`config.mk`:
```
export PLATFORM = sky130hd
export DESIGN_NAME = multi_mode_ff_bank
export DESIGN_NICKNAME = d
export VERILOG_FILES = /design/src/rtl/multi_mode_ff_bank.sv
export SDC_FILE = /design/constraint.sdc
export NUM_CORES = 1
export LEC_CHECK = 0
export ABC_AREA = 1
export ABC_CLOCK_PERIOD_IN_PS = 3800
export CAP_MARGIN = 20
export CORE_MARGIN = 2
export CORE_UTILIZATION = 50
export DETAILED_ROUTE_END_ITERATION = 10
export GPL_ROUTABILITY_DRIVEN = 0
export GPL_TIMING_DRIVEN = 0
export PLACE_DENSITY = 0.78
export SLEW_MARGIN = 40
export SYNTH_ARGS = -nofsm -noshare
export SYNTH_HDL_FRONTEND = slang
export SYNTH_SLANG_ARGS = --single-unit
```
`constraint.sdc`:
```
create_clock -name clk -period 3.8 [get_ports clk]
set_input_delay 0.38 -clock clk [delete_from_list [all_inputs] [get_ports clk]]
set_output_delay 0.38 -clock clk [all_outputs]
set_load 0.02 [all_outputs]
```
`src/rtl/multi_mode_ff_bank.sv`:
```
// WIDTH-bit register bank whose bits behave as D/T/SR/JK flops or a shift/rotate
// register, with illegal-SR detection, a change pulse and a saturating update counter.
module multi_mode_ff_bank #(
    parameter int               WIDTH     = 8,
    parameter logic [WIDTH-1:0] RESET_VAL = '0,
    parameter int               CNT_W     = 16
) (
    input  logic             clk,
    input  logic             reset,
    input  logic             en,
    input  logic [2:0]       mode,
    input  logic [WIDTH-1:0] a,
    input  logic [WIDTH-1:0] b,
    input  logic             ser_in,
    input  logic             clr_err,
    output logic [WIDTH-1:0] q,
    output logic             changed,
    output logic             sr_err,
    output logic [CNT_W-1:0] upd_cnt
);

    typedef enum logic [2:0] {
        MODE_HOLD = 3'd0,
        MODE_D    = 3'd1,
        MODE_T    = 3'd2,
        MODE_SR   = 3'd3,
        MODE_JK   = 3'd4,
        MODE_SHL  = 3'd5,
        MODE_SHR  = 3'd6,
        MODE_ROL  = 3'd7
    } mode_t;

    logic [WIDTH-1:0] r_q;
    logic             r_changed;
    logic             r_srErr;
    logic [CNT_W-1:0] r_updCnt;
    logic [WIDTH-1:0] w_qNext;
    logic             w_srIllegal;

    always_comb begin
        w_qNext = r_q;
        case (mode_t'(mode))
            MODE_HOLD: w_qNext = r_q;
            MODE_D:    w_qNext = a;
            MODE_T:    w_qNext = r_q ^ a;
            MODE_SR: begin
                // s=r=1 is treated as hold so the bank never produces X
                for (int i = 0; i < WIDTH; i++) begin
                    case ({a[i], b[i]})
                        2'b01:   w_qNext[i] = 1'b0;
                        2'b10:   w_qNext[i] = 1'b1;
                        default: w_qNext[i] = r_q[i];
                    endcase
                end
            end
            MODE_JK: begin
                for (int i = 0; i < WIDTH; i++) begin
                    case ({a[i], b[i]})
                        2'b01:   w_qNext[i] = 1'b0;
                        2'b10:   w_qNext[i] = 1'b1;
                        2'b11:   w_qNext[i] = ~r_q[i];
                        default: w_qNext[i] = r_q[i];
                    endcase
                end
            end
            MODE_SHL:  w_qNext = {r_q[WIDTH-2:0], ser_in};
            MODE_SHR:  w_qNext = {ser_in, r_q[WIDTH-1:1]};
            MODE_ROL:  w_qNext = {r_q[WIDTH-2:0], r_q[WIDTH-1]};
            default:   w_qNext = r_q;
        endcase
    end

    assign w_srIllegal = (mode_t'(mode) == MODE_SR) && (|(a & b));

    always_ff @(posedge clk) begin
        if (!reset) begin
            r_q       <= RESET_VAL;
            r_changed <= 1'b0;
            r_srErr   <= 1'b0;
            r_updCnt  <= '0;
        end else begin
            if (en) begin
                r_q       <= w_qNext;
                r_changed <= (w_qNext != r_q);
                if (r_updCnt != {CNT_W{1'b1}})
                    r_updCnt <= r_updCnt + CNT_W'(1);
            end else begin
                r_changed <= 1'b0;
            end
            // a new illegal SR update takes priority over a simultaneous clear
            if (en && w_srIllegal)
                r_srErr <= 1'b1;
            else if (clr_err)
                r_srErr <= 1'b0;
        end
    end

    assign q       = r_q;
    assign changed = r_changed;
    assign sr_err  = r_srErr;
    assign upd_cnt = r_updCnt;

endmodule

```
==> results of run 1 <==
worst max-delay path by stage:
stage	endpoint	depth (start not counted)
6_report	changed	14
5_1_grt	changed	16
4_1_cts	changed	13
3_5_place_dp	changed	13
3_3_place_gp	changed	13
2_1_floorplan	changed	13
metrics by stage:
step / utilization / power, mW / instances / instance area (µm²)
final: 0.656 / 0.768 / 543 / 3100
after global routing: 0.656 / 0.814 / 543 / 3100
after CTS: 0.656 / 0.770 / 543 / 3100
after detailed placement: 0.641 / 0.536 / 539 / 3030
after global placement: 0.641 / 0.530 / 539 / 3030
after floorplan: - / 0.451 / 424 / 2460
area by class of cell:
cell class | count | share of cell area
Multi-Input combinational cell | 315 | 0.511
Sequential cell | 26 | 0.168
Timing Repair Buffer | 48 | 0.155
Inverter | 67 | 0.0820
Buffer | 16 | 0.0335
Tap cell | 67 | 0.0271
Clock buffer | 3 | 0.0133
Clock inverter | 1 | 0.00970
critical path: cells and delay by family:
family	cells	cell delay (ns)
simple gates	11	1.08
buf+inv	2	0.55
fa+ha+maj	1	0.28
sequential cells by signal, indices dropped and copies added (netlist names):
signal / count
changed: 1
upd_cnt: 16
sr_err: 1
q: 8
per-layer routing:
metal,GRT usage,up-vias,routed length (µm)
met5,0,-,0
met4,0.0667,0,65
met3,0.0312,7,243
met2,0.410,61,2860
met1,0.326,1203,2970
li1,-,1441,-
cells by family after synthesis:
| kind of cell | synth area share |
|---|---|
| fa+ha+maj | 0.0864 |
| xor+xnor | 0.0178 |
| simple gates | 0.442 |
| buf+inv | 0.145 |
| compound gates | 0.0971 |
| flops | 0.211 |
power breakdown:
| group | total [mW] | switching (mW) | internal, mW |
|---|---|---|---|
| combinational | 0.243 | 0.143 | 0.100 |
| clock | 0.237 | 0.0956 | 0.141 |
| sequential | 0.288 | 0.00608 | 0.282 |
| total | 0.768 | 0.245 | 0.523 |
cell usage in the layout, fill, tap and decap left out, types with 2 or more instances in the layout:
| cell | instances |
|---|---|
| inv_2 | 6 |
| buf_4 | 2 |
| o21ai_0 | 19 |
| clkinv_1 | 3 |
| xor2_1 | 4 |
| nor2_2 | 5 |
| buf_2 | 8 |
| inv_1 | 57 |
| a21oi_1 | 23 |
| clkbuf_1 | 3 |
| clkdlybuf4s50_1 | 48 |
| nor4_1 | 3 |
| clkbuf_8 | 3 |
| nor2_1 | 42 |
| nand2_1 | 143 |
| nand4_1 | 20 |
| nand3_2 | 3 |
| dfxtp_1 | 26 |
| nand3_1 | 16 |
| ha_1 | 17 |
| or2_2 | 3 |
| nor3_1 | 7 |
| buf_6 | 2 |
==> flow_summary.ini, run 1 <==
[sta]
rsz0062_at_grt = no
fmaxAchievable_ghz = 0.477
relSlewSlack = 0.634
slew_viol_final = 0
period_minus_slack_ns = 2.10
tns_ns = 0
fin_crit_sh = 0.551
finalHoldViolations = 0
fin_ws_ns = 1.70
whs_ns = 0.468
clock_skew_ns = 0.00190
setup-violations-final = 0
worst_slew_pin_slew_ns = 0.543

[global_route]
grt_pass1_wl_um = 10800
grt_antenna_before_repair = 0
grt_pass1_vias = 2524
grt_max_degree = 16
overflow = 0
grt_usage = 0.243

[synth]
synthMostInstantiatedCell = nand2_1
synth_cells = 424
synth_common_cells = 143 x nand2_1, 57 x inv_1, 42 x nor2_1
seq_area_frac_synth = 0.211
ys_seq_elements = 26
ys.flop_type = dfxtp_1
synth.top_cell.area_share = 0.218
synth_cell_types = 33
synth-async-reset-ratio = 0
synth.avg_cell_area_um2 = 5.80
synthesis.nets = 465
synth_enable_flop_cells = 0
ys.warnings.count = 0
synth_area_mm2 = 0.00246
netlist.top_cell.by_area = nand2_1
synthTopCellsByArea = nand2_1 22%, dfxtp_1 21%, inv_1 8.7%, ha_1 8.6%, nor2_1 6.4%

[drt]
vias = 2712
drt_iter0_drc = 176
postRouteAntennaNets = 0
first_pass_iters = 5
routed_wl_um = 6140
wire_per_inst_um = 11.3
drc_errors = 0
via_per_inst = 4.99

[cts]
cts_buffer_depth = 2
cts_tree = done
path_clk_slew_ns = 0.09
htree_levels = 1
cts_buffers = 3
ctsHoldBuffers = 0
clock_sinks = 26
cts-root-buf = clkbuf_8
cts_resized = 0
clock_latency_ns = 0.28
postCtsSetupRepairBufs = 0

[worst_setup_path]
r2r_end = upd_cnt[2]
cp.required_ns = 3.99
reg2reg_slack_ns = 2.07
crit_slowest_cell = clkdlybuf4s50_1
r2r-start = upd_cnt[0]
worstSetupStartpoint = b[0]
cp-end-kind = flip-flop
crit_arrival_ns = 2.28
criticalPathCategory = input pin to flip-flop
cp_max_fo = 3
reg2reg_depth = 10
critical_path.startpoint_type = input pin
cp_slowest_stage_delay_ns = 0.50
path_cells = clkdlybuf4s50_1 > inv_1 > ha_1 > or2_2 > nand3_1 > nand2_1 > nor2_1 > nand3_1 > nand2_1 > nand2_1 > nor2_1 > nand2_1 > nor2_1 > nor2_1

[worst_hold_path]
hold_class = flip-flop to flip-flop
holdPathStages = 2
hp-start = sr_err
hold_end = sr_err

[cells_and_area]
register_area_um2 = 520
fillers = 469
synthToLayoutAreaGrowth_pct = 25.8
n_antenna_cell = 0
fin_nets = 518
multiInputGateArea_mm2 = 0.00158
drive_gt1_frac = 0.0819

[floorplan]
dieWidth_um = 74.2
die_y_um = 74.2
rows = 25
dieArea_mm2 = 0.00550
start_util = 0.521
core_area_mm2 = 0.00472
ios = 50

[outcome]
status = finished clean

[power_and_ir_drop]
power_density_mw_per_mm2 = 248
power.leakage_nw = 1.57
ir_drop_mv = 0.176

[place]
port_buffers = 48
dp_hpwl_um = 4840
pre_cts_ws_ns = 1.41

[run]
maxCapViolations = 0
No activity file was read; power rests on OpenSTA's default activity.
==> run 2: changes to the inputs <==
ABC_CLOCK_PERIOD_IN_PS = 1700   (was 3800)
CORE_UTILIZATION = 47   (was 50)
PLACE_DENSITY = 0.77   (was 0.78)
clock period = 1.7 ns   (was 3.8 ns; I/O delays follow)
==> run 2 against run 1 <==
Clock power is 120% higher. Largest power group unchanged. Sequential share of layout area decreased by 0.77 points. Combinational power up 140%. Critical path depth is 4 lower. Sequential power grew 120%. Critical endpoint is now upd_cnt[15]. The flow now finishes with violations (negative setup slack). Cell count is 1.8% higher. Flip-flop and latch count unchanged.
==> flow_summary.ini, run 2 (synthesized netlist as in run 1, its figures left out) <==
[drt]
postRouteAntennaNets = 0
drt_iter0_drc = 186
wire_per_inst_um = 11.8
drc_errors = 0
routed_wl_um = 6520
via_per_inst = 5.17
vias = 2860
first_pass_iters = 5

[outcome]
status = finished with violations
violations = negative setup slack

[run]
maxCapViolations = 0

[cts]
cts_buffer_depth = 2
ctsHoldBuffers = 0
clock_latency_ns = 0.28
cts_tree = done
cts_buffers = 3
path_clk_slew_ns = 0.10
cts-root-buf = clkbuf_8
clock_sinks = 26
htree_levels = 1

[sta]
finalHoldViolations = 0
period_minus_slack_ns = 1.76
relSlewSlack = 0.687
fmaxAchievable_ghz = 0.568
slew_viol_final = 0
whs_ns = 0.413
fin_ws_ns = -0.0597
fin_crit_sh = 1.04
rsz0062_at_grt = yes
setup-violations-final = 6
tns_ns = -0.286
worst_slew_pin_slew_ns = 0.466
clock_skew_ns = 0.0108

[worst_setup_path]
cp_slowest_stage_delay_ns = 0.37
path_cells = ha_4 > nand3_2 > nor3_2 > nand3_1 > nand2_2 > buf_6 > clkinvlp_4 > buf_4 > nand2_1 > a21oi_1
reg2reg_depth = 10
criticalPathCategory = flip-flop to flip-flop
cp-end-kind = flip-flop
cp_max_fo = 4
r2r_end = upd_cnt[15]
critical_path.startpoint_type = flip-flop
path_buf_inv = 3
path_delay_family = simple AND/OR/NAND/NOR gates
cp.required_ns = 1.85
reg2reg_slack_ns = -0.06
crit_slowest_cell = dfxtp_4
crit_arrival_ns = 1.91
r2r-start = upd_cnt[0]

[cells_and_area]
largest_register_ffs = 16
fin_area_mm2 = 0.00328
layout.cells.most_common = nand2_1
drive_gt1_frac = 0.145
fin_cells = 553
n_antenna_cell = 0
synthToLayoutAreaGrowth_pct = 33.5
fin_nets = 525
most-common-layout-cells = 141 x nand2_1, 56 x inv_1, 32 x nor2_1
fin_util = 0.647

[power_and_ir_drop]
p_seq_frac = 0.369
p_int_mw = 1.19
power_mw = 1.74
p_clk_frac = 0.296
p_switching_mw = 0.557
power_density_mw_per_mm2 = 531
p_comb_frac = 0.335
power.leakage_nw = 1.71
ir_drop_mv = 0.389
switching_share = 0.320

[floorplan]
dieArea_mm2 = 0.00583
dieWidth_um = 76.4
rows = 26
start_util = 0.485
core_area_mm2 = 0.00507
die_y_um = 76.4
ios = 50

[worst_hold_path]
hp-start = a[5]
hold_end = q[5]
hold_class = input pin to flip-flop
holdPathStages = 7

[global_route]
overflow = 0
grt_antenna_before_repair = 0
globalRouteMet2Util = 0.375
met3_usage = 0.0308
grt_use_met1 = 0.286
grt_usage = 0.217
grt_pass1_vias = 2505
grt.busiest_layer = met2
grt_max_degree = 16
grt_pass1_wl_um = 11000

[place]
placed_area_mm2 = 0.00303
dp_hpwl_um = 4860
port_buffers = 48
dp_cells = 542
pre_cts_ws_ns = -0.485
run 2: cell count changes in the layout (fill, tap and decap cells not counted), sizes merged:
cell           change
clkbuf             +2
clkdlybuf4s15      +2
dlymetal6s2s       +9
clkinvlp           +1
clkdlybuf4s50     -18
inv                -1
dlygate4sd2        +6
buf                +6
run 2: layer usage:
layer  routed length, µm  up-vias
met5                   0        -
met4                 170        0
met1                2890     1290
met3                 375       14
li1                    -     1451
met2                3080      105
run 2: tightest hold or removal path, stage by stage:
cell and delay, ns:
clkbuf_2 0.14, nand2_1 0.06, nand2_1 0.07, nor2_2 0.04, nand3_1 0.07, o21ai_0 0.07, inv_1 0.04
run 2: layout make-up:
cell class	instances	area, µm²
sequential	26	527
multi-input combinational	315	1670
timing repair buffer	55	556
clock inverter	1	30.0
clock buffer	3	41.3
tap	70	87.6
fill	486	1790
inverter	67	258
buffer	16	111
run 2: worst max-delay path by stage:
stage	to	slack [ns]	start	cells past startpoint
after floorplan	upd_cnt[2]	0.09	upd_cnt[1]	10
after global placement	changed	-0.46	a[5]	13
after detailed placement	changed	-0.48	a[0]	13
after CTS	changed	0.003	b[7]	16
after global routing	upd_cnt[13]	-0.15	upd_cnt[0]	10
final	upd_cnt[15]	-0.06	upd_cnt[0]	10
run 2: timing repair:
item / 4_1_cts / 5_1_grt
pin swaps: 5 / 4
buffers inserted: 0 / 7
resized for setup: 20 / 33
endpoints found under the setup margin: 6 / 13
run 2: power groups by stage:
stage               Sequential (mW)  Clock (mW)  Combinational, mW
floorplan                     0.682           0              0.326
global placement              0.657           0              0.527
detailed placement            0.657           0              0.541
CTS                           0.644       0.521              0.546
global route                  0.647       0.548              0.657
finish                        0.644       0.515              0.584
